### config.mk
export PLATFORM = sky130hd
export DESIGN_NAME = fifo_step_player
export DESIGN_NICKNAME = d
export VERILOG_FILES = /design/src/rtl/fifo_step_player.sv
export SDC_FILE = /design/constraint.sdc
export NUM_CORES = 1
export LEC_CHECK = 0
export CAP_MARGIN = 20
export CORE_MARGIN = 2
export CORE_UTILIZATION = 35
export CTS_CLUSTER_SIZE = 8
export DETAILED_ROUTE_END_ITERATION = 7
export HOLD_SLACK_MARGIN = 0.05
export PLACE_DENSITY_LB_ADDON = 0.1
export SETUP_SLACK_MARGIN = 0.3
export SLEW_MARGIN = 20
export SYNTH_ARGS = -nofsm -noshare
export SYNTH_HDL_FRONTEND = slang
export SYNTH_SLANG_ARGS = --single-unit
### constraint.sdc
create_clock -name clk -period 9 [get_ports clk]
set_input_delay 0.9 -clock clk [delete_from_list [all_inputs] [get_ports clk]]
set_output_delay 0.9 -clock clk [all_outputs]
set_load 0.01 [all_outputs]
### src/rtl/fifo_step_player.sv
// -----------------------------------------------------------------------------
// fifo_step_player
//   Consumer end of the 32-bit motion-command FIFO. Pops one command word at a
//   time, plays it out as step/dir pulses for one motor axis and tracks the
//   absolute (two's complement) step position.
//
//   Command word: [31] dir, [30:16] step count N, [15:0] period P (clk cycles).
//   Effective period Pe = max(P, 2*PULSE_W). The FIFO read is registered: data
//   is valid the cycle after fifo_rd_en.
//
//   Optional feature macro: DIR_SETUP_EN
//     When defined, a SETUP state holding DIR_SETUP quiet cycles is inserted
//     between LATCH and RUN whenever the new command reverses direction.
//
// Ports:
//   clk        in   system clock, all flops on posedge
//   rst        in   synchronous reset, active-low
//   en         in   allow fetching new commands
//   abort      in   drop current command and return to IDLE
//   fifo_data  in   FIFO read data (valid the cycle after fifo_rd_en)
//   fifo_empty in   FIFO empty flag
//   fifo_rd_en out  FIFO pop request, one-cycle pulse
//   step       out  step pulse to driver
//   dir        out  direction to driver, 1 = positive
//   busy       out  high in any state other than IDLE
//   position   out  absolute step position, POS_W bits, two's complement
// -----------------------------------------------------------------------------
module fifo_step_player #(
  parameter int PULSE_W   = 4,
  parameter int POS_W     = 32,
  parameter int DIR_SETUP = 8
) (
  input  logic             clk,
  input  logic             rst,
  input  logic             en,
  input  logic             abort,
  input  logic [31:0]      fifo_data,
  input  logic             fifo_empty,
  output logic             fifo_rd_en,
  output logic             step,
  output logic             dir,
  output logic             busy,
  output logic [POS_W-1:0] position
);

  localparam logic [15:0] PMIN      = 16'(2 * PULSE_W);
  localparam logic [16:0] PULSE_LIM = 17'(PULSE_W);

  typedef enum logic [2:0] {
    S_IDLE  = 3'd0,
    S_READ  = 3'd1,
    S_LATCH = 3'd2,
`ifdef DIR_SETUP_EN
    S_SETUP = 3'd4,
`endif
    S_RUN   = 3'd3
  } state_t;

  state_t           r_state;
  logic [16:0]      r_pc;
  logic [16:0]      r_pe;
  logic [14:0]      r_rem;
  logic             r_dir;
  logic             r_step;
  logic             r_rd_en;
  logic             r_busy;
  logic [POS_W-1:0] r_pos;
`ifdef DIR_SETUP_EN
  logic [7:0]       r_setup;
  logic [7:0]       w_setup_nx;
`endif

  state_t           w_state_nx;
  logic [16:0]      w_pc_nx;
  logic [16:0]      w_pe_nx;
  logic [14:0]      w_rem_nx;
  logic             w_dir_nx;
  logic             w_step_nx;
  logic             w_rd_nx;
  logic             w_busy_nx;
  logic [POS_W-1:0] w_pos_nx;

  logic             w_cmd_dir;
  logic [14:0]      w_cmd_n;
  logic [15:0]      w_cmd_p;
  logic [16:0]      w_cmd_pe;

  assign w_cmd_dir = fifo_data[31];
  assign w_cmd_n   = fifo_data[30:16];
  assign w_cmd_p   = fifo_data[15:0];
  // Short periods are stretched so the pulse always gets an equal low time.
  assign w_cmd_pe  = (w_cmd_p < PMIN) ? {1'b0, PMIN} : {1'b0, w_cmd_p};

  // Next-state and next-counter logic.
  always_comb begin
    w_state_nx = r_state;
    w_pc_nx    = r_pc;
    w_pe_nx    = r_pe;
    w_rem_nx   = r_rem;
    w_dir_nx   = r_dir;
`ifdef DIR_SETUP_EN
    w_setup_nx = r_setup;
`endif
    case (r_state)
      S_IDLE: begin
        if (en && !fifo_empty) begin
          w_state_nx = S_READ;
        end else begin
          w_state_nx = S_IDLE;
        end
      end
      S_READ: begin
        w_state_nx = S_LATCH;
      end
      S_LATCH: begin
        w_rem_nx = w_cmd_n;
        w_pe_nx  = w_cmd_pe;
        if (w_cmd_n == 15'd0) begin
          w_state_nx = S_IDLE;
        end else begin
          w_dir_nx = w_cmd_dir;
`ifdef DIR_SETUP_EN
          if (w_cmd_dir != r_dir) begin
            w_state_nx = S_SETUP;
            w_setup_nx = 8'd0;
          end else begin
            w_state_nx = S_RUN;
            w_pc_nx    = 17'd0;
          end
`else
          w_state_nx = S_RUN;
          w_pc_nx    = 17'd0;
`endif
        end
      end
`ifdef DIR_SETUP_EN
      S_SETUP: begin
        if (r_setup == 8'(DIR_SETUP - 1)) begin
          w_state_nx = S_RUN;
          w_pc_nx    = 17'd0;
        end else begin
          w_setup_nx = r_setup + 8'd1;
        end
      end
`endif
      S_RUN: begin
        if (r_pc == (r_pe - 17'd1)) begin
          w_rem_nx = r_rem - 15'd1;
          w_pc_nx  = 17'd0;
          if (r_rem == 15'd1) begin
            w_state_nx = S_IDLE;
          end else begin
            w_state_nx = S_RUN;
          end
        end else begin
          w_pc_nx = r_pc + 17'd1;
        end
      end
      default: begin
        w_state_nx = S_IDLE;
      end
    endcase

    // Abort overrides every transition, including a pending fetch.
    if (abort) begin
      w_state_nx = S_IDLE;
      w_rem_nx   = 15'd0;
      w_pc_nx    = 17'd0;
`ifdef DIR_SETUP_EN
      w_setup_nx = 8'd0;
`endif
    end else begin
      w_state_nx = w_state_nx;
    end
  end

  // Output values for the next cycle, derived from the next state so that the
  // registered outputs line up with the state they describe.
  always_comb begin
    w_rd_nx   = (r_state == S_IDLE) && (w_state_nx == S_READ);
    w_busy_nx = (w_state_nx != S_IDLE);
    w_step_nx = (w_state_nx == S_RUN) && (w_pc_nx < PULSE_LIM);
    // pc returning to 0 inside RUN marks a rising step edge.
    if ((w_state_nx == S_RUN) && (w_pc_nx == 17'd0)) begin
      if (w_dir_nx) begin
        w_pos_nx = r_pos + POS_W'(1);
      end else begin
        w_pos_nx = r_pos - POS_W'(1);
      end
    end else begin
      w_pos_nx = r_pos;
    end
  end

  // State, counters and registered outputs.
  always_ff @(posedge clk) begin
    if (!rst) begin
      r_state <= S_IDLE;
      r_pc    <= 17'd0;
      r_pe    <= 17'd0;
      r_rem   <= 15'd0;
      r_dir   <= 1'b0;
      r_step  <= 1'b0;
      r_rd_en <= 1'b0;
      r_busy  <= 1'b0;
      r_pos   <= '0;
`ifdef DIR_SETUP_EN
      r_setup <= 8'd0;
`endif
    end else begin
      r_state <= w_state_nx;
      r_pc    <= w_pc_nx;
      r_pe    <= w_pe_nx;
      r_rem   <= w_rem_nx;
      r_dir   <= w_dir_nx;
      r_step  <= w_step_nx;
      r_rd_en <= w_rd_nx;
      r_busy  <= w_busy_nx;
      r_pos   <= w_pos_nx;
`ifdef DIR_SETUP_EN
      r_setup <= w_setup_nx;
`endif
    end
  end

  assign fifo_rd_en = r_rd_en;
  assign step       = r_step;
  assign dir        = r_dir;
  assign busy       = r_busy;
  assign position   = r_pos;

endmodule

==> impl_metrics.json, run 1 <==
{
  "result_of_the_run": "finished, final reports clean",
  "hpwl_mm": 11.8,
  "largest_family_of_logic_cells_by_synthesized_area": "simple AND/OR/NAND/NOR gates",
  "design.core.area_mm2": 0.0167,
  "clockBufferDepth": 2,
  "synth.yosys.warnings": 0,
  "timing_hold_violations_final": 0,
  "chipHeight_um": 135,
  "post_route_cells_drive_above_1_share": 0.0529,
  "synth_compound_gate_area_share": 0.217,
  "initial_core_utilization": 0.360,
  "slew_headroom": 0.413,
  "timing.hold.worst_path_depth": 2,
  "timing.critical_path.arrival_ns": 5.79,
  "drtAntennaViolNets": 0,
  "tightest_slew_ns": 0.881,
  "post_cts_resize_count": 0,
  "detailedRoute.firstPassIterationCount": 5,
  "clock-sinks": 87,
  "detailedPlace.worstSlack_ns": 2.81,
  "finalNetCount": 882,
  "power_density_mw_per_mm2": 119,
  "cts_inserted_buffers": 9,
  "cellLeakagePower_nw": 2.96,
  "detailedRoute.firstIterationViolations": 352,
  "post_route_fraction_of_the_period_consumed_by_the_critical_path": 0.612,
  "hold_end": "r_pe[15]",
  "timing.critical_path.from_type": "primary input",
  "post-cts-setup-buffer-count": 0,
  "crit_type": "in2reg",
  "final_global_route_overflow_total": 0,
  "post-route-worst-setup-slack_ns": 3.49,
  "max-vdd-ir-drop_v": 0.0000802,
  "synthesis.area_mm2": 0.00602,
  "route.final.wire_length_mm": 16.2,
  "achievable-frequency_mhz": 182,
  "synth_mux_area_frac": 0.0470,
  "non_filler_instances": 1033,
  "largest_net_degree_at_the_start_of_global_routing": 48,
  "basic_gate_share_of_the_synthesized_area_counting_and_or_nand_and_nor_cells": 0.242,
  "synth_area_leader_cell": "dfxtp_1",
  "rsz0062_at_grt": "no",
  "clkTransAtPathRegs_ns": 0.06,
  "global_route_wire_length_before_repair_mm": 27.2,
  "worst_hold_path_type": "reg2reg",
  "cts_hold_repair_buffers": 0,
  "worst_setup_path_end_kind": "register",
  "grt.total_usage": 0.184,
  "synth-seq-area-share": 0.289,
  "antenna-diode-count": 0,
  "finalSetupTns_ns": 0,
  "average_instance_area_after_synthesis_um2": 7.94,
  "drcViolationCount": 0,
  "gpl.final_weighted_congestion": 0.912,
  "async_flop_share": 0,
  "layout_min_cycle_time_ns": 5.51,
  "clock_latency_at_the_later_pin_of_the_worst_skew_pair_ns": 0.35,
  "ys.flop_type": "dfxtp_1",
  "worstPathMaxFanout": 15,
  "max_cap_violations": 0,
  "timing.critical_path.required_ns": 9.28,
  "clockRootBuffer": "clkbuf_16",
  "worstHoldStart": "r_pe[15]",
  "die_area_mm2": 0.0183,
  "yosys_register_bits": 87,
  "r2r.worst_path.cells": 15,
  "synth.net_count": 830,
  "port_buffers": 72,
  "finalSetupViolations": 0,
  "synth.top_cells.by_area": "dfxtp_1 (29%), ha_1 (7.1%), a21oi_1 (5.4%)",
  "netlist_instances": 758,
  "detail_route.vias_per_cell": 5.47,
  "floorplan.rows": 47,
  "clock_tree_from_tritoncts": "done",
  "synthXorXnorAreaFrac": 0.0902,
  "number_of_global_route_vias_before_repair": 5602,
  "placed_cells_incl_taps": 1017,
  "rr_endpoint": "position[31]",
  "fill_cell_instance_count_of_the_final_layout": 1730,
  "yosys.area.top_type_share": 0.289,
  "die_w_um": 135,
  "area_growth_from_synthesis_to_layout_pct": 20.7,
  "routed_wire_length_per_instance_um": 15.7,
  "synth_enable_flop_cells": 0,
  "antenna_found_initial": 0,
  "via_count_of_the_routed_design": 5649,
  "fin_skew_ns": 0.00842,
  "r2r-start": "r_state[2]",
  "cts-htree-levels": 3,
  "io-pin-count": 73,
  "post_synth_fa_ha_maj_area_fraction": 0.0740,
  "slew_viol_final": 0,
  "synthDistinctLibCells": 75,
  "r2r_setup_slack_ns": 4.23
}
[placed cells by master (no fill, tap or decap), types with 3 or more instances in the layout]
cell	netlist	layout
nor3b_1	4	4
or4_1	5	5
o31a_1	3	3
nand2b_1	10	10
mux2i_1	26	25
a21o_1	9	9
inv_1	21	21
clkdlybuf4s50_1	0	72
xnor2_1	36	36
nand2_1	73	73
buf_4	4	4
a211o_1	3	3
ha_1	34	34
dfxtp_1	87	87
clkbuf_16	0	9
bufinv_16	0	3
o32ai_1	3	3
o22ai_1	3	3
o21ai_0	38	38
or3_1	7	7
or2_2	4	4
and2_1	3	3
a31oi_1	8	8
o21bai_1	9	9
a211oi_1	11	11
nor4_1	15	15
a22oi_1	9	9
o31ai_1	6	6
o2111ai_1	3	3
nor3_1	18	18
nor2_1	85	85
and3_1	7	7
o21a_1	6	6
nor2b_1	4	4
nand4_1	13	13
o211ai_1	3	3
xor2_1	26	26
nand3_1	19	19
a21oi_1	65	65
[layer usage]
metal  vias up  wire length (µm)  track usage
met2       110              7430        0.305
li1       2864                 -            -
met3        26               564       0.0289
met1      2649              7820        0.241
met4         0               365       0.0694
met5         -                 0            0
[registers in the layout, indices dropped and copies added, names as in the netlist, 3 cells and up]
| signal | cells |
|---|---|
| r_state | 3 |
| r_pc | 17 |
| r_pe | 16 |
| r_rem | 15 |
| position | 32 |
[through the flow]
| step | utilization | instance area, µm² | power [W] | hold WS [ns] |
|---|---|---|---|---|
| 2_1_floorplan | - | 6020 | 0.000413 | 0.449 |
| 3_3_place_gp | 0.412 | 6890 | 0.000437 | 0.473 |
| 3_5_place_dp | 0.412 | 6890 | 0.000437 | 0.476 |
| 4_1_cts | 0.432 | 7220 | 0.000874 | 0.485 |
| 5_1_grt | 0.435 | 7260 | 0.000898 | 0.516 |
| 6_report | 0.435 | 7260 | 0.000865 | 0.484 |
[layout make-up]
type / instances / area, µm² / share of cell area
clock buffer: 10 / 239 / 0.0329
multi-input combinational: 614 / 4060 / 0.558
timing repair buffer: 77 / 778 / 0.107
sequential: 87 / 1740 / 0.240
tap: 220 / 275 / 0.0379
inverter: 21 / 78.8 / 0.0109
clock inverter: 4 / 95.1 / 0.0131
[critical path, stage by stage]
cell and delay, ns:
clkdlybuf4s50_1 0.43, nor4_1 0.41, nand4_1 0.21, nand2_1 0.26
mux2i_4 0.63, ha_1 0.35, o21ai_0 0.13, o21ai_0 0.37
nand4_1 0.24, a211o_1 0.38, a211oi_1 0.39, o2111ai_1 0.21
a311oi_1 0.30, xnor2_1 0.12, or3_1 0.31, a21oi_1 0.14
[report_power, final]
| group | internal [W] | switching, W | total [W] | leakage (nW) |
|---|---|---|---|---|
| Sequential | 0.000386 | 0.000000949 | 0.000387 | 0.701 |
| Clock | 0.000276 | 0.000161 | 0.000436 | 0.164 |
| Combinational | 0.0000221 | 0.0000197 | 0.0000419 | 2.10 |
[synth_stat cells, drive strengths merged (4+ instances only)]
| cell type | number |
|---|---|
| a31oi | 8 |
| a21o | 9 |
| dfxtp | 87 |
| o21ai | 39 |
| nand2 | 73 |
| ha | 34 |
| and3 | 7 |
| nor2 | 85 |
| nand3 | 20 |
| xor2 | 26 |
| nor3 | 19 |
| o31ai | 6 |
| nand4 | 13 |
| clkbuf | 28 |
| mux2i | 26 |
| o21bai | 9 |
| or4 | 7 |
| a211oi | 11 |
| a22oi | 9 |
| nor2b | 4 |
| nor4 | 17 |
| xnor2 | 36 |
| nand2b | 10 |
| nor3b | 4 |
| inv | 21 |
| or2 | 5 |
| or3 | 7 |
| o21a | 7 |
| a21oi | 66 |
| buf | 8 |
[worst max-delay path by stage]
stage	slack, ns	cells after the start	end	start
global route	3.08	16	position[31]	fifo_data[24]
global placement	2.95	16	position[31]	fifo_data[23]
CTS	3.04	15	position[31]	r_state[2]
floorplan	3.31	15	position[31]	fifo_data[19]
finish	3.49	16	position[31]	fifo_data[23]
detailed placement	2.81	16	position[31]	fifo_data[23]
[kinds of logic after synthesis]
family | Yosys count
flops | 87
fa+ha+maj | 35
other cells | 1
simple gates | 286
xor+xnor | 62
compound gates | 202
mux | 28
buf+inv | 57
No activity file was read; power rests on OpenSTA's default activity.
==> inputs of run 2 (changes only) <==
==> constraint.sdc (replaced) <==
create_clock -name clk -period 4.7 [get_ports clk]
set_input_delay 0.47 -clock clk [delete_from_list [all_inputs] [get_ports clk]]
set_output_delay 0.47 -clock clk [all_outputs]
set_load 0.01 [all_outputs]
==> run 2 against run 1 <==
Effect of this change:
- hold slack improved by 0.013 ns
- first-iteration DRC count decreased by 19%
- via count grew 3.6%
- clock power rose by 78%
- sequential cell count stayed put
- global-route usage is 0.52 points higher
- sequential power is 91% higher
- clock-buffer cell count is 1 higher
- register-to-register slack lost 3.6 ns
- die area unchanged
- core utilization is 3.5 points higher
- largest power group unchanged
==> impl_metrics.json, run 2 (synthesized netlist as in run 1, its figures left out) <==
{
  "result_of_the_run": "finished, final reports clean",
  "largest_net_degree_at_the_start_of_global_routing": 32,
  "global_route_wire_length_before_repair_mm": 28.1,
  "worst_setup_path_end_kind": "register",
  "fin_total_pwr_w": 0.00161,
  "area_growth_from_synthesis_to_layout_pct": 30.4,
  "die_area_mm2": 0.0183,
  "timing.critical_path.arrival_ns": 4.53,
  "via_count_of_the_routed_design": 5852,
  "worstPathMaxFanout": 5,
  "chipHeight_um": 135,
  "cts_hold_repair_buffers": 0,
  "clock_latency_at_the_later_pin_of_the_worst_skew_pair_ns": 0.35,
  "tightest_slew_ns": 0.893,
  "timing.critical_path.from_type": "primary input",
  "largest_register_ffs": 32,
  "power_density_mw_per_mm2": 205,
  "timing_hold_violations_final": 0,
  "clock_tree_from_tritoncts": "done",
  "rsz0062_at_grt": "yes",
  "fin_skew_ns": 0.00780,
  "gpl.final_weighted_congestion": 0.923,
  "antenna-diode-count": 0,
  "grt.total_usage": 0.189,
  "timing.critical_path.required_ns": 4.96,
  "routed_wire_length_per_instance_um": 15.7,
  "finalNetCount": 944,
  "utilization": 0.470,
  "io-pin-count": 73,
  "post_route_fraction_of_the_period_consumed_by_the_critical_path": 0.908,
  "detail_route.vias_per_cell": 5.34,
  "slew_viol_final": 0,
  "hpwl_mm": 12.6,
  "clock-sinks": 87,
  "initial_core_utilization": 0.360,
  "most-common-layout-cells": "dfxtp_1 (87), nor2_1 (83), nand2_1 (72)",
  "layout.cells.most_common": "dfxtp_1",
  "max-vdd-ir-drop_v": 0.000151,
  "finalSetupViolations": 0,
  "route.final.wire_length_mm": 17.2,
  "layout_min_cycle_time_ns": 4.27,
  "cts_inserted_buffers": 9,
  "holdWs_ns": 0.497,
  "port_buffers": 72,
  "slew_headroom": 0.405,
  "antenna_found_initial": 0,
  "cts-htree-levels": 3,
  "r2r.worst_path.cells": 15,
  "detailedRoute.firstIterationViolations": 284,
  "cellLeakagePower_nw": 3.28,
  "post_route_cells_drive_above_1_share": 0.143,
  "drcViolationCount": 0,
  "worst_hold_path_type": "reg2reg",
  "clockBufferDepth": 2,
  "design.core.area_mm2": 0.0167,
  "clkTransAtPathRegs_ns": 0.06,
  "number_of_global_route_vias_before_repair": 5773,
  "drtAntennaViolNets": 0,
  "die_w_um": 135,
  "floorplan.rows": 47,
  "max_cap_violations": 0,
  "achievable-frequency_mhz": 234,
  "detailedRoute.firstPassIterationCount": 5,
  "crit_type": "in2reg",
  "final_global_route_overflow_total": 0,
  "timing.hold.worst_path_depth": 1,
  "clockRootBuffer": "clkbuf_16"
}
==> run 2: changes by cell type in the layout (fill, tap and decap cells not counted), moves of 3 or more <==
cell / before / now
ha_1: 34 / 29
buf_4: 4 / 64
ha_4: 0 / 5
o21ai_0: 38 / 32
o21ai_1: 1 / 6
a21oi_2: 0 / 3
==> run 2: power by group <==
| group | total [W] | internal [W] | switching (W) |
|---|---|---|---|
| logic | 0.0000880 | 0.0000477 | 0.0000402 |
| clock network | 0.000777 | 0.000476 | 0.000301 |
| registers | 0.000740 | 0.000738 | 0.00000178 |
==> run 2: per-layer routing <==
metal / part of all wire / track usage
met1: 0.48 / 0.249
met2: 0.47 / 0.313
met3: 0.031 / 0.0360
met4: 0.020 / 0.0596
met5: 0 / 0
==> run 2: final cells by class <==
type,instances,area (µm²)
fillers,1634,8860
multi-input cells,614,4190
flip-flops and latches,87,1740
repair buffers,139,1250
well taps,220,275
clock buffers,11,243
inverters,21,78.8
clock inverters,4,70.1
==> run 2: final timing paths <==
kind	startpoint	endpoint	slack [ns]
setup / recovery	fifo_data[25]	position[31]	0.43
hold / removal	r_state[1]	fifo_rd_en	0.50
setup reg to reg	r_pe[0]	position[1]	0.59
hold reg to reg	r_state[1]	fifo_rd_en	0.50
==> run 2: metrics by stage <==
stage	area [µm²]	TNS (ns)	worst slack, ns	std cells
CTS	7680	0	0.310	1091
global route	7850	0	0.182	1096
floorplan	6030	0	0.419	758
detailed placement	7330	-0.275	-0.210	1075
finish	7850	0	0.431	1096
global placement	7330	-0.159	-0.159	1075
==> run 2: critical path: stages <==
cell	delay [ns]
clkdlybuf4s50_1	0.43
nor4_2	0.28
buf_4	0.16
nand4_1	0.16
nand2_2	0.17
mux2i_4	0.30
buf_4	0.15
ha_1	0.18
o21ai_1	0.10
o21ai_1	0.22
nand4_1	0.21
a211o_1	0.36
a211oi_4	0.28
o2111ai_2	0.16
a311oi_2	0.25
xnor2_1	0.13
or3_1	0.35
a21oi_2	0.16
==> run 2: timing repair <==
action                                  CTS  global route
endpoints found under the setup margin    2             7
buffers inserted                          1             5
gates resized for setup                   7            25
pin swaps                                 3            11
hold endpoints to repair                  0             0
